`config.mk`:
```
export PLATFORM = sky130hd
export DESIGN_NAME = alu_exec
export DESIGN_NICKNAME = d
export VERILOG_FILES = /design/src/rtl/alu_exec_pkg.sv /design/src/rtl/alu_mul_seq.sv /design/src/rtl/alu_exec.sv
export SDC_FILE = /design/constraint.sdc
export NUM_CORES = 1
export LEC_CHECK = 0
export CORE_ASPECT_RATIO = 1.5
export CORE_MARGIN = 2
export CORE_UTILIZATION = 48
export DETAILED_ROUTE_END_ITERATION = 16
export HOLD_SLACK_MARGIN = 0.05
export PLACE_DENSITY_LB_ADDON = 0.2
export RECOVER_POWER = 100
export SKIP_LAST_GASP = 1
export SYNTH_ARGS = -nofsm -noshare
export SYNTH_HDL_FRONTEND = slang
export SYNTH_SLANG_ARGS = --single-unit
export TNS_END_PERCENT = 20
```
`constraint.sdc`:
```
create_clock -name clk -period 11.2 [get_ports clk]
set_input_delay 3.36 -clock clk [delete_from_list [all_inputs] [get_ports clk]]
set_output_delay 3.36 -clock clk [all_outputs]
set_load 0.05 [all_outputs]
```
`src/rtl/alu_exec_pkg.sv`:
```
// rtl/alu_exec_pkg.sv - shared op/state encodings and width defaults for alu_exec
package alu_exec_pkg;

    localparam int DATA_W_DEF = 16;
    localparam int ADDR_W_DEF = 3;

    typedef enum logic [2:0] {
        OP_ADD = 3'b000,
        OP_SUB = 3'b001,
        OP_AND = 3'b010,
        OP_OR  = 3'b011,
        OP_XOR = 3'b100,
        OP_SHL = 3'b101,
        OP_SHR = 3'b110,
        OP_MUL = 3'b111
    } op_e;

    typedef enum logic [1:0] {
        ST_IDLE = 2'b00,
        ST_READ = 2'b01,
        ST_EXEC = 2'b10,
        ST_WB   = 2'b11
    } state_e;

endpackage

```
`src/rtl/alu_mul_seq.sv`:
```
// rtl/alu_mul_seq.sv - shift-add multiplier, one partial product per cycle, DATA_W cycles
module alu_mul_seq #(
    parameter int DATA_W = 16
) (
    input  logic              clk,
    input  logic              rst_n,
    input  logic              start,
    input  logic [DATA_W-1:0] a,
    input  logic [DATA_W-1:0] b,
    output logic              done,
    output logic [DATA_W-1:0] product
);

    localparam int CNT_W = $clog2(DATA_W);
    localparam logic [CNT_W-1:0] LAST = CNT_W'(DATA_W - 1);

    logic [DATA_W-1:0] mcand;
    logic [DATA_W-1:0] mplier;
    logic [DATA_W-1:0] acc;
    logic [CNT_W-1:0]  cnt;
    logic              running;
    logic [DATA_W-1:0] step;

    // product presents the accumulator including the current step, so the
    // final partial product is visible in the same cycle done is raised
    assign step    = acc + (mplier[0] ? mcand : '0);
    assign product = step;
    assign done    = running && (cnt == LAST);

    always_ff @(posedge clk or negedge rst_n) begin
        if (!rst_n) begin
            mcand   <= '0;
            mplier  <= '0;
            acc     <= '0;
            cnt     <= '0;
            running <= 1'b0;
        end else if (start) begin
            mcand   <= a;
            mplier  <= b;
            acc     <= '0;
            cnt     <= '0;
            running <= 1'b1;
        end else if (running) begin
            acc    <= step;
            mcand  <= mcand << 1;
            mplier <= mplier >> 1;
            cnt    <= cnt + 1'b1;
            if (cnt == LAST)
                running <= 1'b0;
        end
    end

endmodule

```
`src/rtl/alu_exec.sv`:
```
// rtl/alu_exec.sv - register-file ALU sequencer: IDLE -> READ -> EXEC -> WB
module alu_exec
    import alu_exec_pkg::*;
#(
    parameter int DATA_W = DATA_W_DEF,
    parameter int ADDR_W = ADDR_W_DEF
) (
    input  logic              clk,
    input  logic              rst_n,
    input  logic              start,
    input  logic [2:0]        op,
    input  logic [ADDR_W-1:0] srcA,
    input  logic [ADDR_W-1:0] srcB,
    input  logic [ADDR_W-1:0] dst,
    output logic [ADDR_W-1:0] addrA,
    output logic [ADDR_W-1:0] addrB,
    input  logic [DATA_W-1:0] outA,
    input  logic [DATA_W-1:0] outB,
    output logic [ADDR_W-1:0] inAddr,
    output logic [DATA_W-1:0] inData,
    output logic              WE,
    output logic              busy,
    output logic              done,
    output logic              zero,
    output logic              carry
);

    state_e            state;
    op_e               op_q;
    logic [ADDR_W-1:0] dst_q;
    logic [DATA_W-1:0] opa;
    logic [DATA_W-1:0] opb;
    logic [DATA_W:0]   alu_res;
    logic              mul_start;
    logic              mul_done;
    logic [DATA_W-1:0] mul_product;

    // multiplier loads straight from the read port while READ captures opa/opb
    assign mul_start = (state == ST_READ) && (op_q == OP_MUL);

    alu_mul_seq #(.DATA_W(DATA_W)) u_mul (
        .clk     (clk),
        .rst_n   (rst_n),
        .start   (mul_start),
        .a       (outA),
        .b       (outB),
        .done    (mul_done),
        .product (mul_product)
    );

    // top bit carries ADD carry-out / SUB borrow, zero for every other op
    always_comb begin
        alu_res = '0;
        case (op_q)
            OP_ADD:  alu_res = {1'b0, opa} + {1'b0, opb};
            OP_SUB:  alu_res = {1'b0, opa} - {1'b0, opb};
            OP_AND:  alu_res = {1'b0, opa & opb};
            OP_OR:   alu_res = {1'b0, opa | opb};
            OP_XOR:  alu_res = {1'b0, opa ^ opb};
            OP_SHL:  alu_res = {1'b0, opa << opb[3:0]};
            OP_SHR:  alu_res = {1'b0, opa >> opb[3:0]};
            OP_MUL:  alu_res = {1'b0, mul_product};
            default: alu_res = '0;
        endcase
    end

    always_ff @(posedge clk or negedge rst_n) begin
        if (!rst_n) begin
            state  <= ST_IDLE;
            op_q   <= OP_ADD;
            dst_q  <= '0;
            opa    <= '0;
            opb    <= '0;
            addrA  <= '0;
            addrB  <= '0;
            inAddr <= '0;
            inData <= '0;
            WE     <= 1'b0;
            busy   <= 1'b0;
            done   <= 1'b0;
            zero   <= 1'b0;
            carry  <= 1'b0;
        end else begin
            case (state)
                ST_IDLE: begin
                    if (start) begin
                        op_q  <= op_e'(op);
                        dst_q <= dst;
                        addrA <= srcA;
                        addrB <= srcB;
                        busy  <= 1'b1;
                        state <= ST_READ;
                    end
                end
                ST_READ: begin
                    opa   <= outA;
                    opb   <= outB;
                    state <= ST_EXEC;
                end
                ST_EXEC: begin
                    if (op_q != OP_MUL || mul_done) begin
                        inAddr <= dst_q;
                        inData <= alu_res[DATA_W-1:0];
                        zero   <= (alu_res[DATA_W-1:0] == '0);
                        carry  <= alu_res[DATA_W];
                        WE     <= 1'b1;
                        done   <= 1'b1;
                        state  <= ST_WB;
                    end
                end
                ST_WB: begin
                    WE    <= 1'b0;
                    done  <= 1'b0;
                    busy  <= 1'b0;
                    state <= ST_IDLE;
                end
                default: state <= ST_IDLE;
            endcase
        end
    end

endmodule

```
==> flow_summary.ini, run 1 <==
[cells_and_area]
post-route-util_pct = 57.0
insertedDiodeCount = 0
multi_input_comb_area_um2 = 5690
fillerInstances = 1768
layout-drive-gt1-share_pct = 7.14
layoutNonFillerInstCount = 1387
stdcell_area_um2 = 10600
area_growth_pct = 15.8
area.sequential_um2 = 3050
nNetsFinal = 1241

[timing]
timing.slew.headroom_pct = -153
tightestPinTransition_ns = 3.79
f_max_mhz = 150
share_of_the_clock_period_used_by_the_worst_path_pct = 59.6
timing_max_transition_violations_final = 179
timing_hold_violations_final = 0
fin_crit_ns = 6.68
grt_setup_unrepaired = false
setup_violations = 0
final.setup.tns_ns = 0
finalClockSkew_ns = 0.00953

[route]
routed-via-count = 8239
detail-route-antenna-nets = 0
detail_route.first_pass.iterations = 6
drt_wirelength_mm = 30.3
routed_via_density = 5.94
drt-wirelength-per-cell_um = 21.8
first_iter_violations = 619
drc_errors = 0

[placed_design]
place_congestion = 1.07
place_area_um2 = 10100
dpl.hpwl_mm = 23.0
placed_cells_incl_taps = 1355
count_of_buffers_inserted_at_the_top_level_ports = 76

[critical_path]
worst-path-buf-inv = 1
crit_path_max_incr_delay_ns = 2.62
critical_path.endpoint_type = async pin
setup.worst_path.class = in -> async
critical_path_top_delay_cell = sky130_fd_sc_hd__clkbuf_1
crit_chain = clkbuf_1
cp_top_family = buffers and inverters
path_max_fanout = 72
required_time_of_the_worst_setup_path_ns = 10.55
crit_path_start_kind = input port
cp.arrival_ns = 6.03

[logic_synthesis]
number_of_enable_type_register_cells_in_the_synthesized_netlist = 0
net_count_synth = 1192
synth.yosys.seq_area_share_pct = 33.3
synth.cell_area_um2 = 9160
synth-async-reset-ratio_pct = 100
synth_top_flop_cell = sky130_fd_sc_hd__dfrtp_1
synth_most_common_cell = sky130_fd_sc_hd__nand2_1
synth_cell_type_count = 73
synth_top_area_share_pct = 33.3
synth-seq-cells = 122
netlist_top_cells_count = sky130_fd_sc_hd__nand2_1, sky130_fd_sc_hd__dfrtp_1, sky130_fd_sc_hd__o21ai_0
post_synth.cell_area_avg_um2 = 8.54
netlist_instances = 1073
synth_area_leader_cell = sky130_fd_sc_hd__dfrtp_1
yosys-top-cells-area = sky130_fd_sc_hd__dfrtp_1, sky130_fd_sc_hd__ha_1, sky130_fd_sc_hd__mux2i_1
ys_warn_count = 0

[clock_network]
tritoncts.num_buffers = 17
ctsResizeCount = 0
clock_tree.buffer_depth = 2
count_of_clock_tree_sinks = 122
path_clk_slew_ns = 0.05
htree_levels = 4
cts-hold-fix-buffers = 0
cts.repair_timing.setup_buffer_count = 0
cts_root_buffer = sky130_fd_sc_hd__clkbuf_16
clock_latency_ns = 0.42
tritoncts = done

[min_path]
hold_class = reg -> reg

[run_status]
failing_checks = capacitance limit, slew limit
status = finished with violations

[global_routing]
first_pass_grt_wire_length_mm = 46.8
grt_use_met3_pct = 5.22
initial_antenna_violation_count = 0
grtUsageTotal_pct = 31.0
globalRouteMet1Util_pct = 36.7
globalRouteOverflowTotal = 0
grt_max_degree = 73
grt_pass1_vias = 8208
global_route.usage.met2_pct = 51.9
grt_most_used_layer = met2

[die]
horizontal_die_dimension_um = 117
top_level_ports = 77
cell_rows = 61
fp.dieH_um = 173
fp.coreArea_um2 = 18600
initial_core_util_pct = 49.2
fp.dieArea_um2 = 20200

[run]
drv.max_cap_violation_count = 3
## final timing paths
| check | cells past startpoint | slack [ns] | from | end |
|---|---|---|---|---|
| min in group asynchronous | 1 | 4.25 | rst_n | u_mul.mcand[4]$_DFFE_PN0P_ |
| max reg2reg | 7 | 4.67 | op_q[0]$_DFFE_PN0P_ | u_mul.mplier[0]$_DFFE_PN0P_ |
| max | 1 | 4.52 | rst_n | u_mul.running$_DFF_PN0_ |
| max in group clk | 7 | 4.67 | op_q[0]$_DFFE_PN0P_ | u_mul.mplier[0]$_DFFE_PN0P_ |
| min reg2reg | 2 | 0.47 | inAddr[2]$_DFFE_PN0P_ | inAddr[2]$_DFFE_PN0P_ |
| min | 2 | 0.47 | inAddr[2]$_DFFE_PN0P_ | inAddr[2]$_DFFE_PN0P_ |
## layer usage
metal / part of all wire [%] / vias up
met1: 38 / 3942
met2: 50 / 278
met5: 0 / -
met3: 4.8 / 105
li1: - / 3914
met4: 6.9 / 0
## state kept, by name, summed over array words and instances (netlist names)
name,flops
inData,16
opa,16
opb,16
u_mul.acc,16
u_mul.mcand,16
u_mul.mplier,16
u_mul.cnt,4
addrA,3
addrB,3
dst_q,3
inAddr,3
op_q,3
state,2
busy,1
carry,1
done,1
u_mul.running,1
zero,1
## kinds of logic after synthesis
kind of cell               share of synthesized area, %
xor gates and xnor gates                           3.82
buffers and inverters                              4.58
muxes                                              11.5
and+or+nand+nor                                    17.6
adders and majority gates                          10.0
AOI/OAI and AO/OA                                  19.2
DFF                                                33.3
## worst min-delay path, delay by kind of cell, from the launching register on
kind	cells	cell delay, ns
AND/OR/NAND/NOR	2	0.10
flip-flops	1	0.33
## cells in the final DEF (no fill, tap or decap), drive strengths merged, types with 5 or more instances in the layout
cell type      count
nand2            172
o21ai            126
dfrtp            122
nor2              79
ha                70
mux2i             67
dlygate4sd3       63
a21oi             48
inv               45
xnor2             26
clkbuf            26
mux2              25
nand3             20
a211oi            19
and2              19
xor2              14
nor2b             12
clkdlybuf4s50     12
nor3              12
a221oi            10
a21o               9
buf                9
o211ai             8
nand2b             7
o22ai              7
or3                6
o21a               6
nand4              5
o31ai              5
a222oi             5
and4               5
clkinv             5
## per-stage QoR
step           hold slack, ns  setup WS (ns)
2_1_floorplan           0.433           6.92
3_3_place_gp            0.460           6.40
3_5_place_dp            0.463           6.39
4_1_cts                 0.476           6.20
5_1_grt                 0.500           3.61
6_report                0.465           4.52
## final cells by class
type	instances	area share (%)
Inverter	44	1.56
Tap cell	252	2.97
Sequential cell	122	28.8
Clock inverter	11	0.920
Timing Repair Buffer	89	7.89
Clock buffer	21	4.24
Multi-Input combinational cell	848	53.6
Power of run 1 is left out: the tool's default activity adds up to more than one toggle a clock period on the data nets, which glitch-free logic cannot reach.
==> inputs of run 2 (changes only) <==
==> constraint.sdc (replaced) <==
create_clock -name clk -period 5.8 [get_ports clk]
set_input_delay 1.74 -clock clk [delete_from_list [all_inputs] [get_ports clk]]
set_output_delay 1.74 -clock clk [all_outputs]
set_load 0.05 [all_outputs]
==> run 2 against run 1 <==
  * The flow still finishes with violations (capacitance limit, slew limit)
  * Worst hold slack got worse by 0.0035 ns
  * First-iteration DRC count rose by 1.6%
  * Die area did not move
  * Cell area rose by 1.3%
  * Critical path depth rose by 7
  * Sequential cell count did not move
  * Setup slack got worse by 3.5 ns
  * Clock skew fell by 0.0023 ns
  * Highest routed layer unchanged
  * Global-route usage rose by 1.9 points
  * Clock-buffer cell count rose by 1
  * Register-to-register slack got worse by 3.7 ns
  * Cell count rose by 0.22%
==> flow_summary.ini, run 2 (synthesis gave the netlist of run 1 again) <==
[global_routing]
grt_pass1_vias = 8532
grtUsageTotal_pct = 32.9
first_pass_grt_wire_length_mm = 49.3
globalRouteOverflowTotal = 0
initial_antenna_violation_count = 0
grt_max_degree = 67

[cells_and_area]
most-common-layout-cells = sky130_fd_sc_hd__nand2_1, sky130_fd_sc_hd__o21ai_0, sky130_fd_sc_hd__dfrtp_1, sky130_fd_sc_hd__nor2_1, sky130_fd_sc_hd__ha_1
nNetsFinal = 1244
fillerInstances = 1775
layout-drive-gt1-share_pct = 7.64
area_growth_pct = 17.4
most_common_library_cell_in_the_layout_ignoring_fill_and_taps = sky130_fd_sc_hd__nand2_1
insertedDiodeCount = 0

[route]
first_iter_violations = 629
routed_via_density = 6.00
drt-wirelength-per-cell_um = 22.9
routed-via-count = 8334
detail-route-antenna-nets = 0
drt_wirelength_mm = 31.8
detail_route.first_pass.iterations = 5
drc_errors = 0

[timing]
final.setup.tns_ns = 0
fin_crit_ns = 4.80
grt_setup_unrepaired = false
share_of_the_clock_period_used_by_the_worst_path_pct = 82.8
finalClockSkew_ns = 0.00719
setup_violations = 0
tightestPinTransition_ns = 2.41
f_max_mhz = 208
timing_max_transition_violations_final = 83
timing.slew.headroom_pct = -61.0
timing_hold_violations_final = 0

[clock_network]
count_of_clock_tree_sinks = 122
cts-hold-fix-buffers = 0
htree_levels = 4
tritoncts = done
clock_latency_ns = 0.42
cts.repair_timing.setup_buffer_count = 0
path_clk_slew_ns = 0.06
ctsResizeCount = 0
tritoncts.num_buffers = 17
clock_tree.buffer_depth = 2
cts_root_buffer = sky130_fd_sc_hd__clkbuf_16

[die]
fp.dieArea_um2 = 20200
fp.dieH_um = 173
top_level_ports = 77
horizontal_die_dimension_um = 117
initial_core_util_pct = 49.2
fp.coreArea_um2 = 18600
cell_rows = 61

[critical_path]
critical_path.endpoint_type = register
path_max_fanout = 45
setup.worst_path.class = reg -> reg
r2r.worst_path.cells = 8
required_time_of_the_worst_setup_path_ns = 6.12
cp.arrival_ns = 5.12
crit_path_start_kind = register

[min_path]
hold_class = reg -> reg
whs_path_depth = 2

[placed_design]
place_congestion = 1.09
dpl.hpwl_mm = 24.2
count_of_buffers_inserted_at_the_top_level_ports = 76

[run]
drv.max_cap_violation_count = 2

[run_status]
status = finished with violations
failing_checks = capacitance limit, slew limit
-- run 2: cell count changes in the layout (fill, tap and decap cells not counted), sizes merged --
cell      previous run  this run
clkinvlp             4         2
inv                 45        44
bufinv               1         5
clkbuf              26        28
buf                  9        11
clkinv               5         3
-- run 2: through the flow --
step / setup WS (ns) / util (%) / cell area, um2 / instances / hold slack, ns
2_1_floorplan: 1.80 / - / 9160 / 1073 / 0.433
3_3_place_gp: 1.61 / 54.3 / 10100 / 1358 / 0.446
3_5_place_dp: 1.54 / 54.3 / 10100 / 1358 / 0.445
4_1_cts: 1.49 / 57.9 / 10800 / 1390 / 0.464
5_1_grt: 0.631 / 57.7 / 10800 / 1390 / 0.494
6_report: 1.00 / 57.7 / 10800 / 1390 / 0.462
-- run 2: worst max-delay path: stages (launching register included) --
cell and delay, ns:
sky130_fd_sc_hd__dfrtp_1 0.38, sky130_fd_sc_hd__buf_4 0.39, sky130_fd_sc_hd__inv_1 0.39, sky130_fd_sc_hd__nor2_1 0.49
sky130_fd_sc_hd__clkbuf_1 0.42, sky130_fd_sc_hd__and2_0 1.52, sky130_fd_sc_hd__clkbuf_2 0.79, sky130_fd_sc_hd__nand2_1 0.16
sky130_fd_sc_hd__o21ai_0 0.12
-- run 2: path summary, 6_finish.rpt --
| kind | start | to | slack [ns] |
|---|---|---|---|
| hold reg to reg | dst_q[1]$_DFFE_PN0P_ | inAddr[1]$_DFFE_PN0P_ | 0.46 |
| max in group asynchronous | rst_n | opb[7]$_DFFE_PN0P_ | 1.60 |
| setup reg to reg | op_q[0]$_DFFE_PN0P_ | u_mul.mplier[10]$_DFFE_PN0P_ | 1.0 |
| hold / removal | dst_q[1]$_DFFE_PN0P_ | inAddr[1]$_DFFE_PN0P_ | 0.46 |
| min in group asynchronous | rst_n | u_mul.mcand[5]$_DFFE_PN0P_ | 2.05 |
| setup / recovery | op_q[0]$_DFFE_PN0P_ | u_mul.mplier[10]$_DFFE_PN0P_ | 1.0 |
-- run 2: layout make-up --
type / instances / area, um2 / share of cell area, %
multi-input combinational: 848 / 5690 / 52.9
sequential: 122 / 3050 / 28.4
timing repair buffer: 92 / 858 / 7.98
clock buffer: 22 / 484 / 4.50
tap: 252 / 315 / 2.93
clock inverter: 10 / 188 / 1.75
inverter: 44 / 165 / 1.54
-- run 2: layer usage --
| metal | vias to the layer above | share of wire (%) | global-route usage (%) |
|---|---|---|---|
| met4 | 0 | 8.2 | 23.6 |
| met2 | 300 | 48 | 53.1 |
| met1 | 3974 | 38 | 38.0 |
| met3 | 122 | 5.6 | 6.83 |
| met5 | - | 0 | 0 |
| li1 | 3938 | - | - |
Power of run 2 is left out for the same reason.
==> inputs of run 3 (changes only) <==
==> constraint.sdc (replaced) <==
create_clock -name clk -period 5 [get_ports clk]
set_input_delay 1.5 -clock clk [delete_from_list [all_inputs] [get_ports clk]]
set_output_delay 1.5 -clock clk [all_outputs]
set_load 0.05 [all_outputs]
==> run 3 against run 2 <==
  * The run still ends with capacitance limit, slew limit left
  * Routed wire length grew 5.2%
  * Register-to-register slack worse by 0.41 ns
  * Core utilization is 0.17 points lower
  * Setup slack lost 0.41 ns
  * Critical path depth grew 2
  * Clock-buffer cell count down 4
  * Global-route usage rose by 1.6 points
  * Cell count up 0.50%
  * Non-clock buffer count up 6
  * Die area is the same
  * Maximum frequency is 8.8% higher
  * Critical path type unchanged
  * Critical endpoint is now zero$_DFFE_PN0P_
  * Highest routed layer is now met5
==> flow_summary.ini, run 3 (synthesis gave the netlist of run 1 again) <==
[global_routing]
initial_antenna_violation_count = 1
grtUsageTotal_pct = 34.5
first_pass_grt_wire_length_mm = 50.9
grt_max_degree = 73
grt_pass1_vias = 8385
globalRouteOverflowTotal = 0

[clock_network]
cts_root_buffer = sky130_fd_sc_hd__clkbuf_16
htree_levels = 4
tritoncts = done
count_of_clock_tree_sinks = 122
cts.repair_timing.setup_buffer_count = 0
clock_tree.buffer_depth = 2
cts-hold-fix-buffers = 0
path_clk_slew_ns = 0.06
tritoncts.num_buffers = 17
ctsResizeCount = 0
clock_latency_ns = 0.44

[placed_design]
place_area_um2 = 10200
placed_cells_incl_taps = 1364
dpl.hpwl_mm = 25.7
place_congestion = 1.06
count_of_buffers_inserted_at_the_top_level_ports = 76

[route]
drt_wirelength_mm = 33.5
routed-via-count = 8368
detail_route.first_pass.iterations = 6
first_iter_violations = 658
detail-route-antenna-nets = 0
routed_via_density = 5.99
drt-wirelength-per-cell_um = 24.0
drc_errors = 0

[cells_and_area]
most-common-layout-cells = sky130_fd_sc_hd__nand2_1, sky130_fd_sc_hd__o21ai_0, sky130_fd_sc_hd__dfrtp_1, sky130_fd_sc_hd__nor2_1, sky130_fd_sc_hd__ha_1
nNetsFinal = 1250
stdcell_area_um2 = 10700
most_common_library_cell_in_the_layout_ignoring_fill_and_taps = sky130_fd_sc_hd__nand2_1
layoutNonFillerInstCount = 1397
area_growth_pct = 17.0
layout-drive-gt1-share_pct = 8.22

[timing]
setup_violations = 0
share_of_the_clock_period_used_by_the_worst_path_pct = 88.2
timing_hold_violations_final = 0
grt_setup_unrepaired = false
timing_max_transition_violations_final = 73
tightestPinTransition_ns = 1.80
timing.slew.headroom_pct = -20.1
final.setup.tns_ns = 0
finalClockSkew_ns = 0.00859
f_max_mhz = 227
fin_crit_ns = 4.41

[critical_path]
required_time_of_the_worst_setup_path_ns = 5.37
critical_path_top_delay_cell = sky130_fd_sc_hd__a222oi_1
crit_path_max_incr_delay_ns = 0.86
path_max_fanout = 23
timing.critical_path.mode_cell = sky130_fd_sc_hd__and4_1
cp.arrival_ns = 4.79
cp_top_family = buffers and inverters
setup.worst_path.class = reg -> reg
worst-path-buf-inv = 2
critical_path.endpoint_type = register
critPathLaunch = op_q[0]$_DFFE_PN0P_
crit_chain = clkbuf_1 > inv_1 > nand2_1 > o21ai_0 > a222oi_1 > o21ai_1 > nor4_1 > and4_1 > and4_1 > a32o_2
crit_path_start_kind = register
crit-reg2reg-launch = op_q[0]$_DFFE_PN0P_

[run_status]
failing_checks = capacitance limit, slew limit
status = finished with violations

[die]
horizontal_die_dimension_um = 117
cell_rows = 61
fp.dieArea_um2 = 20200
initial_core_util_pct = 49.2
top_level_ports = 77
fp.coreArea_um2 = 18600
fp.dieH_um = 173

[min_path]
hold_class = reg -> reg
worst_hold_startpoint = dst_q[2]$_DFFE_PN0P_

[run]
drv.max_cap_violation_count = 1
## run 3: cell types whose count changed in the layout (fill, tap and decap cells not counted), moves of 2 or more
cell / delta
sky130_fd_sc_hd__bufinv_16: -3
sky130_fd_sc_hd__buf_4: +5
sky130_fd_sc_hd__clkbuf_8: -3
sky130_fd_sc_hd__clkbuf_1: -2
sky130_fd_sc_hd__clkbuf_2: +2
sky130_fd_sc_hd__clkinv_4: +3
sky130_fd_sc_hd__inv_6: +4
## run 3: final timing paths
path,cells past startpoint,endpoint,slack [ns]
max in group asynchronous,2,opb[3]$_DFFE_PN0P_,1.43
min reg2reg,2,inAddr[2]$_DFFE_PN0P_,0.46
max,10,zero$_DFFE_PN0P_,0.59
max reg2reg,10,zero$_DFFE_PN0P_,0.59
min in group asynchronous,1,u_mul.mplier[14]$_DFFE_PN0P_,1.52
min,2,inAddr[2]$_DFFE_PN0P_,0.46
## run 3: stage by stage
stage               util (%)  hold slack (ns)  setup WS, ns
detailed placement      54.6            0.445          1.05
floorplan                  -            0.433          1.00
finish                  57.6            0.456         0.588
global route            57.6            0.495         0.354
CTS                     57.8            0.460          1.01
global placement        54.6            0.441          1.11
## run 3: cell type report
cell class	instances	area, um2
diodes	1	2.50
clock buffers	18	439
clock inverters	14	161
fillers	1790	7900
inverters	44	165
multi-input cells	848	5680
flip-flops and latches	122	3050
well taps	252	315
repair buffers	98	902
## run 3: metal layers
layer  vias up  GRT usage [%]  wire length (um)
met3       115           6.94              1660
met5         -              0                13
met4         2           25.5              2850
met1      4057           39.4             12400
li1       3949              -                 -
met2       245           55.9             16500
## run 3: worst min-delay path, delay by kind of cell (launching register included)
family           cells  cell delay [ns]
DFF                  1             0.33
and+or+nand+nor      2             0.09
Power of run 3 is left out for the same reason.
